**src/rtl/lighting_pkg.sv**
```systemverilog
// Shared types and constants for the lamp sequencing controller.
// Latency: n/a (declarations only).
// Backpressure: n/a.
package lighting_pkg;

  // Controller states: sample the panel, let ActiveLamps settle, ramp toward
  // the target mask, hold it, or hand the lamps to a manual override.
  typedef enum logic [2:0] {
    IDLE   = 3'd0,
    SAMPLE = 3'd1,
    SETTLE = 3'd2,
    RAMP   = 3'd3,
    HOLD   = 3'd4,
    OVR    = 3'd5
  } state_t;

  // One-hot day-phase codes, in rotation order.
  localparam logic [3:0] TC_NIGHT   = 4'b0001;
  localparam logic [3:0] TC_MORNING = 4'b0010;
  localparam logic [3:0] TC_NOON    = 4'b0100;
  localparam logic [3:0] TC_EVENING = 4'b1000;

  // Advance to the next day phase (rotate left, evening wraps to night).
  function automatic logic [3:0] next_tcode(input logic [3:0] tc);
    return {tc[2:0], tc[3]};
  endfunction

endpackage

```
**src/rtl/lamp_stepper.sv**
```systemverilog
// Moves a lamp mask toward its target one bit per STEP_TICKS enabled cycles.
// Latency: first toggle STEP_TICKS enabled cycles after clr; next is combinational.
// Backpressure: step_en low freezes the step counter; no toggle is offered.
module lamp_stepper #(
  parameter int STEP_TICKS = 16
) (
  input  logic       clk,
  input  logic       rst_n,
  input  logic       step_en,
  input  logic       clr,
  input  logic [3:0] cur,
  input  logic [3:0] target,
  output logic [3:0] next,
  output logic       done
);

  localparam int CW = (STEP_TICKS > 1) ? $clog2(STEP_TICKS) : 1;
  localparam logic [CW-1:0] LAST = CW'(STEP_TICKS - 1);

  logic [CW-1:0] step_cnt;
  logic          terminal;
  logic [3:0]    diff;
  logic [3:0]    flip;

  assign terminal = step_en && (step_cnt == LAST);
  assign diff     = cur ^ target;
  assign done     = (diff == 4'b0000);

  // Step counter: restarts on clr, counts only while stepping is enabled.
  always_ff @(posedge clk or negedge rst_n) begin
    if (!rst_n) begin
      step_cnt <= '0;
    end else if (clr) begin
      step_cnt <= '0;
    end else if (step_en) begin
      step_cnt <= terminal ? '0 : step_cnt + CW'(1);
    end
  end

  // Select the lowest-index lamp that still disagrees with the target.
  always_comb begin
    flip = 4'b0000;
    casez (diff)
      4'b???1: flip = 4'b0001;
      4'b??10: flip = 4'b0010;
      4'b?100: flip = 4'b0100;
      4'b1000: flip = 4'b1000;
      default: flip = 4'b0000;
    endcase
  end

  // Offer the toggled mask only on the terminal count of the step interval.
  always_comb begin
    next = cur;
    if (terminal) begin
      next = cur ^ flip;
    end
  end

endmodule

```
**src/rtl/lighting_scheduler.sv**
```systemverilog
// Rotates day phases, samples panel inputs for ActiveLamps, ramps lamps to the result.
// Latency: sample 1 cycle after phase wrap, target 1 later, then 1 lamp per STEP_TICKS.
// Backpressure: ovr_req/ovr_ack handshake; enable low freezes timers and the ramp.
module lighting_scheduler
  import lighting_pkg::*;
#(
  parameter int PHASE_TICKS = 1000,
  parameter int STEP_TICKS  = 16
) (
  input  logic       clk,
  input  logic       rst_n,
  input  logic       enable,
  input  logic [3:0] ulight_in,
  input  logic [3:0] lenght_in,
  output logic [3:0] tcode,
  output logic [3:0] ulight,
  output logic [3:0] lenght,
  input  logic [3:0] active_lights,
  output logic [3:0] lamp_out,
  input  logic       ovr_req,
  input  logic [3:0] ovr_mask,
  output logic       ovr_ack,
  output logic       busy
);

  localparam int PW = (PHASE_TICKS > 1) ? $clog2(PHASE_TICKS) : 1;
  localparam logic [PW-1:0] PHASE_LAST = PW'(PHASE_TICKS - 1);

  state_t     state;
  state_t     state_nxt;
  logic [PW-1:0] phase_cnt;
  logic       wrap;
  logic [3:0] target;
  logic       pend_sample;
  logic       step_en;
  logic       step_clr;
  logic [3:0] step_next;
  logic       step_done;

  assign wrap    = enable && (phase_cnt == PHASE_LAST);
  assign step_en = (state == RAMP) && enable;
  // Counter restarts whenever the ramp is (re)entered, from SETTLE or OVR.
  assign step_clr = (state_nxt == RAMP) && (state != RAMP);

  assign ovr_ack = (state == OVR);
  assign busy    = (lamp_out != target) || (state == SAMPLE) || (state == SETTLE);

  lamp_stepper #(
    .STEP_TICKS (STEP_TICKS)
  ) u_stepper (
    .clk     (clk),
    .rst_n   (rst_n),
    .step_en (step_en),
    .clr     (step_clr),
    .cur     (lamp_out),
    .target  (target),
    .next    (step_next),
    .done    (step_done)
  );

  // Phase timer and time-code rotation; both frozen while enable is low.
  always_ff @(posedge clk or negedge rst_n) begin
    if (!rst_n) begin
      phase_cnt <= '0;
      tcode     <= TC_NIGHT;
    end else if (enable) begin
      phase_cnt <= wrap ? '0 : phase_cnt + PW'(1);
      if (wrap) begin
        tcode <= next_tcode(tcode);
      end
    end
  end

  // State register.
  always_ff @(posedge clk or negedge rst_n) begin
    if (!rst_n) begin
      state <= IDLE;
    end else begin
      state <= state_nxt;
    end
  end

  // Next-state logic: override beats a phase wrap; SAMPLE/SETTLE never interrupted.
  always_comb begin
    state_nxt = state;
    case (state)
      IDLE: begin
        if (ovr_req)     state_nxt = OVR;
        else if (enable) state_nxt = SAMPLE;
      end
      SAMPLE: state_nxt = SETTLE;
      SETTLE: state_nxt = RAMP;
      RAMP: begin
        if (ovr_req)                  state_nxt = OVR;
        else if (wrap)                state_nxt = SAMPLE;
        else if (enable && step_done) state_nxt = HOLD;
      end
      HOLD: begin
        if (ovr_req)   state_nxt = OVR;
        else if (wrap) state_nxt = SAMPLE;
      end
      OVR: begin
        // A wrap on the release cycle itself is folded into the pending flag.
        if (!ovr_req) state_nxt = (pend_sample || wrap) ? SAMPLE : RAMP;
      end
      default: state_nxt = IDLE;
    endcase
  end

  // Panel inputs latched in SAMPLE; ActiveLamps result latched one cycle later.
  always_ff @(posedge clk or negedge rst_n) begin
    if (!rst_n) begin
      ulight <= 4'b0000;
      lenght <= 4'b0000;
      target <= 4'b0000;
    end else begin
      if (state == SAMPLE) begin
        ulight <= ulight_in;
        lenght <= lenght_in;
      end
      if (state == SETTLE) begin
        target <= active_lights;
      end
    end
  end

  // Remember a phase wrap that landed while the override owns the lamps.
  always_ff @(posedge clk or negedge rst_n) begin
    if (!rst_n) begin
      pend_sample <= 1'b0;
    end else if (state == SAMPLE) begin
      pend_sample <= 1'b0;
    end else if (wrap && (state_nxt == OVR)) begin
      pend_sample <= 1'b1;
    end
  end

  // Lamp drivers: follow the override mask, otherwise take ramp steps.
  always_ff @(posedge clk or negedge rst_n) begin
    if (!rst_n) begin
      lamp_out <= 4'b0000;
    end else if (state_nxt == OVR) begin
      lamp_out <= ovr_mask;
    end else if (state == RAMP) begin
      lamp_out <= step_next;
    end
  end

endmodule
```
**config.mk**
```make
export PLATFORM = sky130hd
export DESIGN_NAME = lighting_scheduler
export DESIGN_NICKNAME = d
export VERILOG_FILES = /design/src/rtl/lighting_pkg.sv /design/src/rtl/lamp_stepper.sv /design/src/rtl/lighting_scheduler.sv
export SDC_FILE = /design/constraint.sdc
export NUM_CORES = 1
export LEC_CHECK = 0
export ABC_AREA = 1
export CAP_MARGIN = 30
export CORE_MARGIN = 2
export CORE_UTILIZATION = 33
export DETAILED_ROUTE_END_ITERATION = 16
export GPL_ROUTABILITY_DRIVEN = 0
export MAX_ROUTING_LAYER = met4
export PLACE_DENSITY = 0.53
export SYNTH_ARGS = -nofsm -noshare
export SYNTH_HDL_FRONTEND = slang
export SYNTH_SLANG_ARGS = --single-unit
```
**constraint.sdc**
```tcl
create_clock -name clk -period 2 [get_ports clk]
set_clock_uncertainty 0.2 [all_clocks]
set_input_delay 0.2 -clock clk [delete_from_list [all_inputs] [get_ports clk]]
set_output_delay 0.2 -clock clk [all_outputs]
set_load 0.03 [all_outputs]
```
==> results.yml <==
power:
  power_density_mw_per_mm2: 1400
  p_int_uw: 2000
  power_frac_seq_pct: 35.5
  netSwitchingPower_uw: 1590
  pwr-share-comb_pct: 50.4
  ir_worst_vdd_mv: 0.669
  pwr-share-clk_pct: 14.0
  p_leak_uw: 0.00132
  switching_share_pct: 44.3
setup_path:
  cp-end-kind: "output port"
  critical_path_buf_inv_count: 1
  path_max_fanout: 3
  critPathLaunchType: "register"
  ff2ff_path_depth: 9
  crit_arrival_ns: 1.49
  crit_chain: "clkdlybuf4s50_1"
  crit_path_top_delay_cell: "clkdlybuf4s50_1"
  worstReg2RegStart: "state[2]"
  worst-setup-path-type: "reg -> out"
  critical-path-max-stage-delay_ns: 0.66
  crit_family: "buffers and inverters"
  rr_endpoint: "u_stepper.step_cnt[2]"
  r2r_slack_ns: 0.20
  required_ns: 1.60
finish:
  fill_cells: 579
  layout-area-overhead-vs-synth_pct: 34.5
  diodes: 0
  fin_cells: 371
  drive_above_1_share_pct: 13.0
  finalNetCount: 320
  design_area_sq_mm: 0.00256
route:
  vias: 1684
  drt-initial-drc-count: 62
  antenna_left: 0
  drc: 0
  dr.pass1.iters: 5
  routed_wirelength_um: 4150
  avgViaCountPerCell: 4.54
  wl_per_cell_um: 11.2
timing:
  relSlewSlack_pct: 70.5
  hold_viol: 0
  slew_viol_final: 0
  setup-violations-final: 0
  worst_pin_slew_ns: 0.442
  clock.fmax_ghz: 0.529
  period_share_pct: 94.5
  hold_slack_ns: 0.182
  fin_crit_ns: 1.89
placement:
  place_hpwl_um: 3020
  placed_area_sq_mm: 0.00243
  dp.cells: 360
  io_buffers: 37
die:
  fp-row-count: 27
  die_w_um: 79.9
  die_area_sq_mm: 0.00639
  die_y_um: 79.9
  core_area_sq_mm: 0.00554
  start_util_pct: 34.3
  ioPinCount: 38
yosys:
  ys_types: 29
  synth_compound_area_share_pct: 8.42
  synth_largest_area_cell: "dfrtp_1"
  syn_inst: 244
  synthTopCellsByCount: "nand2_1 (83), dfrtp_1 (37), inv_1 (37)"
  synth_top_area_share_pct: 48.7
  synthTopCellsByArea: "dfrtp_1 (49%), nand2_1 (16%), inv_1 (7.3%), nand3_1 (4.7%), nor2_1 (3.4%)"
  yosys_warnings: 0
  synth-adder-area-share_pct: 1.31
  syn_area_sq_mm: 0.00190
  synthSimpleGateAreaFrac_pct: 31.3
  synth_nets: 266
  synth_top_family_by_area: "simple AND/OR/NAND/NOR gates"
  synth_edf_count: 0
  synth-main-ff-cell: "dfrtp_1"
  synth_seq_area_share_pct: 50.0
  synth-seq-cells: 38
  synth_mux_area_share_pct: 0
  synthXorXnorAreaFrac_pct: 0.920
  syn_area_per_cell_sq_um: 7.80
  yosysMostFrequentCell: "nand2_1"
  async_flop_share_pct: 100
run_status:
  outcome: "completed"
flow_run:
  cap_violations: 0
clock_network:
  cts_made_buffers: 5
  path_clk_slew_ns: 0.07
  cts_buffer_depth: 2
  htreeDepth: 2
  cts_tree: "built"
  clkSinkCount: 38
  clkLatencyLatePin_ns: 0.28
  cts-root-buf: "clkbuf_8"
global_routing:
  grt_max_degree: 22
  grt_pass1_vias: 1659
  antenna_found_initial: 0
  gr-total-overflow: 0
  grt_pass1_wl_um: 7370
  groute.usage.overall_pct: 15.0
min_path:
  hp-class: "in -> async"
layout by cell type (no fill, tap or decap), drive strengths merged:
master / n
nand2: 85
inv: 38
dfrtp: 37
clkdlybuf4s50: 34
nand3: 21
nor2: 20
buf: 13
o21ai: 12
a21oi: 9
nor3: 7
clkbuf: 6
a31oi: 2
clkinv: 2
ha: 2
o311ai: 1
a22oi: 1
nand4: 1
xor2: 1
xnor2: 1
nor4: 1
o21a: 1
o211ai: 1
dlygate4sd3: 1
dlygate4sd2: 1
dfstp: 1
area by class of cell:
| type | count | area (sq um) | share of cell area (%) |
|---|---|---|---|
| multi-input cells | 166 | 822 | 32.1 |
| clock buffers | 6 | 72.6 | 2.84 |
| clock inverters | 2 | 10.0 | 0.391 |
| flip-flops and latches | 38 | 952 | 37.2 |
| well taps | 72 | 90.1 | 3.52 |
| inverters | 38 | 145 | 5.67 |
| repair buffers | 49 | 467 | 18.2 |
routing by layer:
| layer | vias to the layer above | routed length, um | GRT usage, % |
|---|---|---|---|
| li1 | 881 | - | - |
| met1 | 759 | 2100 | 20.8 |
| met2 | 42 | 1820 | 21.8 |
| met3 | 2 | 189 | 3.17 |
| met4 | 0 | 34 | 5.59 |
| met5 | - | 0 | - |
sequential cells by signal, indices dropped and copies added, names as in the netlist, named ones only:
name                count
tcode                   4
lenght                  4
target                  4
ulight                  4
phase_cnt              10
lamp_out                1
pend_sample             1
state                   3
u_stepper.step_cnt      4
timing repair:
item | 4_1_cts | 5_1_grt
setup buffers | 0 | 2
hold buffers | 1 | 0
resized for setup | 3 | 7
endpoints found under the hold margin | 21 | 0
pin swaps | 0 | 6
setup endpoints to repair | 2 | 6
cell families (layout without fill, tap and decap cells):
logic type      Yosys count  after routing
simple gates            135            135
xor+xnor                  2              2
fa+ha+maj                 2              2
buf+inv                  40             95
flops                    38             38
compound gates           27             27
stage by stage:
step	utilization, %	setup slack [ns]	power, uW	TNS [ns]
3_5_place_dp	43.8	0.0404	2990	0
2_1_floorplan	-	0.260	2350	0
4_1_cts	45.6	0.0280	3530	0
6_report	46.2	0.109	3590	0
3_3_place_gp	43.8	0.0576	2980	0
5_1_grt	46.2	-0.0144	3920	-0.0144
power by group through the flow:
stage | logic, uW | clock network (uW) | registers, uW
after floorplan | 867 | 0 | 1480
after detailed placement | 1700 | 0 | 1290
after global placement | 1700 | 0 | 1280
final | 1810 | 504 | 1280
after CTS | 1730 | 527 | 1270
after global routing | 2040 | 561 | 1320
worst max-delay path by stage:
stage / slack, ns / start / end / depth (start not counted)
3_3_place_gp: 0.06 / enable / lamp_out[3] / 10
3_5_place_dp: 0.04 / enable / lamp_out[3] / 10
4_1_cts: 0.03 / register / busy / 8
6_report: 0.11 / tcode[0] / tcode[0] / 1
2_1_floorplan: 0.26 / register / busy / 7
5_1_grt: -0.01 / target[0] / busy / 8
(Power assumes the default switching activity.)
==> RTL edit 1, RTL diff (config.mk and constraints unchanged) <==
Make the reset (`rst_n`) synchronous in 6 clocked blocks.
--- a/src/rtl/lamp_stepper.sv
+++ b/src/rtl/lamp_stepper.sv
@@ -29,3 +29,3 @@
   // Step counter: restarts on clr, counts only while stepping is enabled.
-  always_ff @(posedge clk or negedge rst_n) begin
+  always_ff @(posedge clk) begin
     if (!rst_n) begin
--- a/src/rtl/lighting_scheduler.sv
+++ b/src/rtl/lighting_scheduler.sv
@@ -61,3 +61,3 @@
   // Phase timer and time-code rotation; both frozen while enable is low.
-  always_ff @(posedge clk or negedge rst_n) begin
+  always_ff @(posedge clk) begin
     if (!rst_n) begin
@@ -74,3 +74,3 @@
   // State register.
-  always_ff @(posedge clk or negedge rst_n) begin
+  always_ff @(posedge clk) begin
     if (!rst_n) begin
@@ -110,3 +110,3 @@
   // Panel inputs latched in SAMPLE; ActiveLamps result latched one cycle later.
-  always_ff @(posedge clk or negedge rst_n) begin
+  always_ff @(posedge clk) begin
     if (!rst_n) begin
@@ -127,3 +127,3 @@
   // Remember a phase wrap that landed while the override owns the lamps.
-  always_ff @(posedge clk or negedge rst_n) begin
+  always_ff @(posedge clk) begin
     if (!rst_n) begin
@@ -138,3 +138,3 @@
   // Lamp drivers: follow the override mask, otherwise take ramp steps.
-  always_ff @(posedge clk or negedge rst_n) begin
+  always_ff @(posedge clk) begin
     if (!rst_n) begin
Check against the original RTL: differs if rst_n is asserted again (counterexample within 4 cycles, from zero or initial values and one cycle with rst_n low); with rst_n held inactive, the same outputs for 10 cycles.
==> RTL edit 1 against the original RTL <==
- combinational power shrank 23%
- wire length up 1.6%
- synthesized area is 5.7% lower
- final cell count rose by 1.3%
- design area is 4.4% lower
- sequential cell count unchanged
- largest power group unchanged
- setup slack worse by 0.0058 ns
- total power decreased by 17%
- clock power increased by 6.2%
==> RTL edit 1: results (changes against the original RTL) <==
ir_drop_mv: 0.485  # -28%
status: "finished clean"
inv_count: 37  # -2.6%
routed_via_density: 4.58  # +0.84%
dp_slack_ns: 0.0934  # +0.0530 ns
path_delay_family: "simple AND/OR/NAND/NOR gates"
synth_fp_nets: 273  # +2.6%
synth.distinct_cells: 26  # -10%
wl_met2_um: 1870  # +2.7%
grt_pass1_vias: 1611  # -2.9%
grt_max_degree: 15  # -32%
multi_input_cells: 172  # +3.6%
place_inst: 368  # +2.2%
final_nets: 327  # +2.2%
r2r-start: "phase_cnt[0]"
clock_buffers: 7  # +1
synthTopCellsByArea: "dfxtp_1, nand2_1, nor2_1, o21ai_0, inv_1"
holdWs_ns: 0.265  # +0.0829 ns
rrSetupSlack_ns: 0.25  # +0.05 ns
slew_headroom_pct: 78.4  # +7.9 points
seq-cell-share_pct: 31.2  # -6.0 points
final-clk-cell-share_pct: 3.74  # +0.51 points
ys_seq_area_share_pct: 42.4  # -7.7 points
hpwl_um: 3060  # +1.3%
cp_max_fo: 4  # +1
fin_cells: 376  # +1.3%
slowest_delay_ns: 0.42  # -0.24 ns
synth_cells: 251  # +2.9%
min_path_type: "flip-flop to flip-flop"
drt_iter0_markers: 64  # +3.2%
area_share_nonclk_buffers_pct: 19.3  # +1.1 points
signal_buffers: 51  # +4.1%
ys_async_sr_fraction_pct: 0  # -100 points
cp_slowest_cell: "dfxtp_1"
multiInputGateArea_um2: 893  # +8.7%
synthTopCellsByCount: "nand2_1, dfxtp_1, nor2_1, inv_1, o21ai_0"
global_route.usage.total_pct: 15.7  # +0.65 points
==> RTL edit 1: how the worst max path moves through the flow <==
stage | end | cells after the start | from | slack (ns)
after floorplan | state[1] | 10 | flip-flop | 0.31
after CTS | busy | 7 | state[1] | 0.04
after global routing | busy | 5 | flip-flop | -0.009
after detailed placement | flip-flop | 9 | enable | 0.09
final | busy | 5 | flip-flop | 0.10
after global placement | phase_cnt[9] | 8 | enable | 0.14
==> RTL edit 1: repair_timing <==
item / CTS / global route
endpoints found under the setup margin: 2 / 1
setup buffers: 0 / 0
resized for setup: 2 / 4
==> RTL edit 1: layer usage <==
metal | GRT usage, % | vias to the layer above
li1 | - | 920
met1 | 20.1 | 754
met2 | 23.9 | 43
met3 | 4.30 | 4
met4 | 5.36 | 0
met5 | - | -
==> RTL edit 1: through the flow <==
step	cell area (um2)	setup TNS (ns)
4_1_cts	2430	0
5_1_grt	2440	-0.00919
6_report	2440	0
3_3_place_gp	2340	0
3_5_place_dp	2340	0
2_1_floorplan	1800	0
==> RTL edit 1: logic make-up after synthesis <==
group           count (synthesis)  share of synthesized area, %
buf+inv                        41                          8.78
mux                             1                         0.558
flops                          38                          42.4
fa+ha+maj                       2                          1.39
simple gates                  109                          27.5
compound gates                 51                          15.0
xor+xnor                        9                          4.39
==> RTL edit 1: worst min-delay path, stage by stage (launching register included) <==
cell	delay, ns
dfxtp_1	0.32
inv_1	0.05
a21oi_1	0.05
==> RTL edit 1: power by group through the flow <==
stage / clock network [W] / logic, W / registers [W]
2_1_floorplan: 0 / 0.000687 / 0.00124
3_3_place_gp: 0 / 0.00138 / 0.00106
3_5_place_dp: 0 / 0.00138 / 0.00106
4_1_cts: 0.000562 / 0.00140 / 0.00105
5_1_grt: 0.000608 / 0.00156 / 0.00109
6_report: 0.000535 / 0.00140 / 0.00106
==> RTL edit 2, RTL diff (config.mk and constraints unchanged) <==
Made on the original files. `STEP_TICKS` is set to 16 in 2 places; all go to 8.
--- a/src/rtl/lamp_stepper.sv
+++ b/src/rtl/lamp_stepper.sv
@@ -4,3 +4,3 @@
 module lamp_stepper #(
-  parameter int STEP_TICKS = 16
+  parameter int STEP_TICKS = 8
 ) (
--- a/src/rtl/lighting_scheduler.sv
+++ b/src/rtl/lighting_scheduler.sv
@@ -7,3 +7,3 @@
   parameter int PHASE_TICKS = 1000,
-  parameter int STEP_TICKS  = 16
+  parameter int STEP_TICKS  = 8
 ) (
Behaviour: same outputs for any inputs over 10 cycles, from zero or initial values and one cycle with rst_n low; that may be too few to reach the edited logic, so the function may still have changed.
==> RTL edit 2 against the original RTL <==
- first-iteration DRC count grew 40%
- setup slack improved by 0.0057 ns
- sequential cell count is 1 lower
- synthesized area down 1.1%
- total power decreased by 2.4%
- clock power rose by 15%
- combinational power shrank 8%
- design area shrank 2.6%
- wire length down 4.4%
- final cell count is 3.5% lower
- synthesized cell count decreased by 3.7%
==> RTL edit 2: results (changes against the original RTL) <==
hpwl_um: 2910  # -3.5%
synthTopCellsByArea: "dfrtp_1, nand2_1, inv_1, nand3_1, nor2_1"
layout-drive-gt1-share_pct: 14.3  # +1.3 points
place_area_um2: 2370  # -2.1%
post-cts-setup-buffer-count: 0  # unchanged
place_inst: 349  # -3.1%
cts_resized: 1  # -2
dr.pass1.iters: 4  # -1
min_path_type: "input port to flip-flop"
synth.avg_cell_area_um2: 8.01  # +2.7%
fin_cells: 358  # -3.5%
drt_iter0_markers: 87  # +40%
grt_max_degree: 38  # +73%
synthTopCellsByCount: "nand2_1, dfrtp_1, inv_1, nand3_1, nor2_1"
final_nets: 308  # -3.8%
status: "finished clean"
routed_via_density: 4.45  # -1.9%
wl_per_cell_um: 11.1  # -0.97%
ir_drop_mv: 0.601  # -10%
p_leak_nw: 1.26  # -4.2%
grt_pass1_vias: 1568  # -5.5%
synth.distinct_cells: 30  # +3.4%
power_density_nw_per_um2: 1410  # +0.27%
synth_adder_area_share_pct: 1.99  # +0.68 points
synth-xor-area-share_pct: 0.465  # -0.46 points
fillers: 564  # -2.6%
slew_headroom_pct: 68.0  # -2.6 points
ys_seq_area_share_pct: 49.3  # -0.76 points
grt_pass1_wl_um: 7070  # -4.0%
dp_slack_ns: 0.0386  # -0.00178 ns
synth-compound-area-share_pct: 7.91  # -0.50 points
cts_max_level: 2  # unchanged
synth_fp_nets: 258  # -3.0%
RTL edit 2: cell count changes after synthesis, moves of 2 or more:
cell     before  now
nor3_2        1    3
o21ai_1       1    5
nand2_4       0    2
inv_1        37   29
a21oi_1       9    3
nand3_1      18   16
nand2_1      83   78
nor3b_1       0    2
inv_2         1    7
nor2_1       17   14
RTL edit 2: per-stage QoR:
stage	hold WS [ns]	utilization, %	setup TNS, ns
finish	0.241	45.2	0
global route	0.242	45.2	-0.000127
CTS	0.234	45.1	0
detailed placement	0.0837	43.1	0
global placement	0.0846	43.1	0
floorplan	-0.296	-	0
RTL edit 2: final timing paths:
kind | from | to | slack [ns] | cells past startpoint
max in group asynchronous | rst_n | state[2] | 0.96 | 3
hold reg to reg | ulight[1] | ulight[1] | 0.27 | 2
hold / removal | ulight_in[0] | ulight[0] | 0.24 | 3
min in group asynchronous | rst_n | ulight[1] | 0.29 | 3
setup reg to reg | state[2] | lamp_out[3] | 0.22 | 10
setup / recovery | tcode[0] | tcode[0] | 0.11 | 1
RTL edit 2: area by class of cell:
type                       count  area, um2  share of cell area (%)
sequential                    37        928                    37.3
multi-input combinational    160        816                    32.7
timing repair buffer          44        417                    16.7
inverter                      37        139                    5.58
clock buffer                   7       96.3                    3.87
tap                           72       90.1                    3.62
clock inverter                 1       5.00                   0.201
RTL edit 2: per-layer routing:
| layer | up-vias | share of wire, % | track usage, % |
|---|---|---|---|
| li1 | 837 | - | - |
| met1 | 718 | 49 | 19.0 |
| met2 | 34 | 44 | 22.4 |
| met3 | 5 | 4.6 | 3.62 |
| met4 | 0 | 1.5 | 5.69 |
| met5 | - | 0 | - |
RTL edit 2: where the power goes:
group	switching, W	internal [W]
Clock	0.000268	0.000312
Sequential	0.000234	0.00103
Combinational	0.00102	0.000641
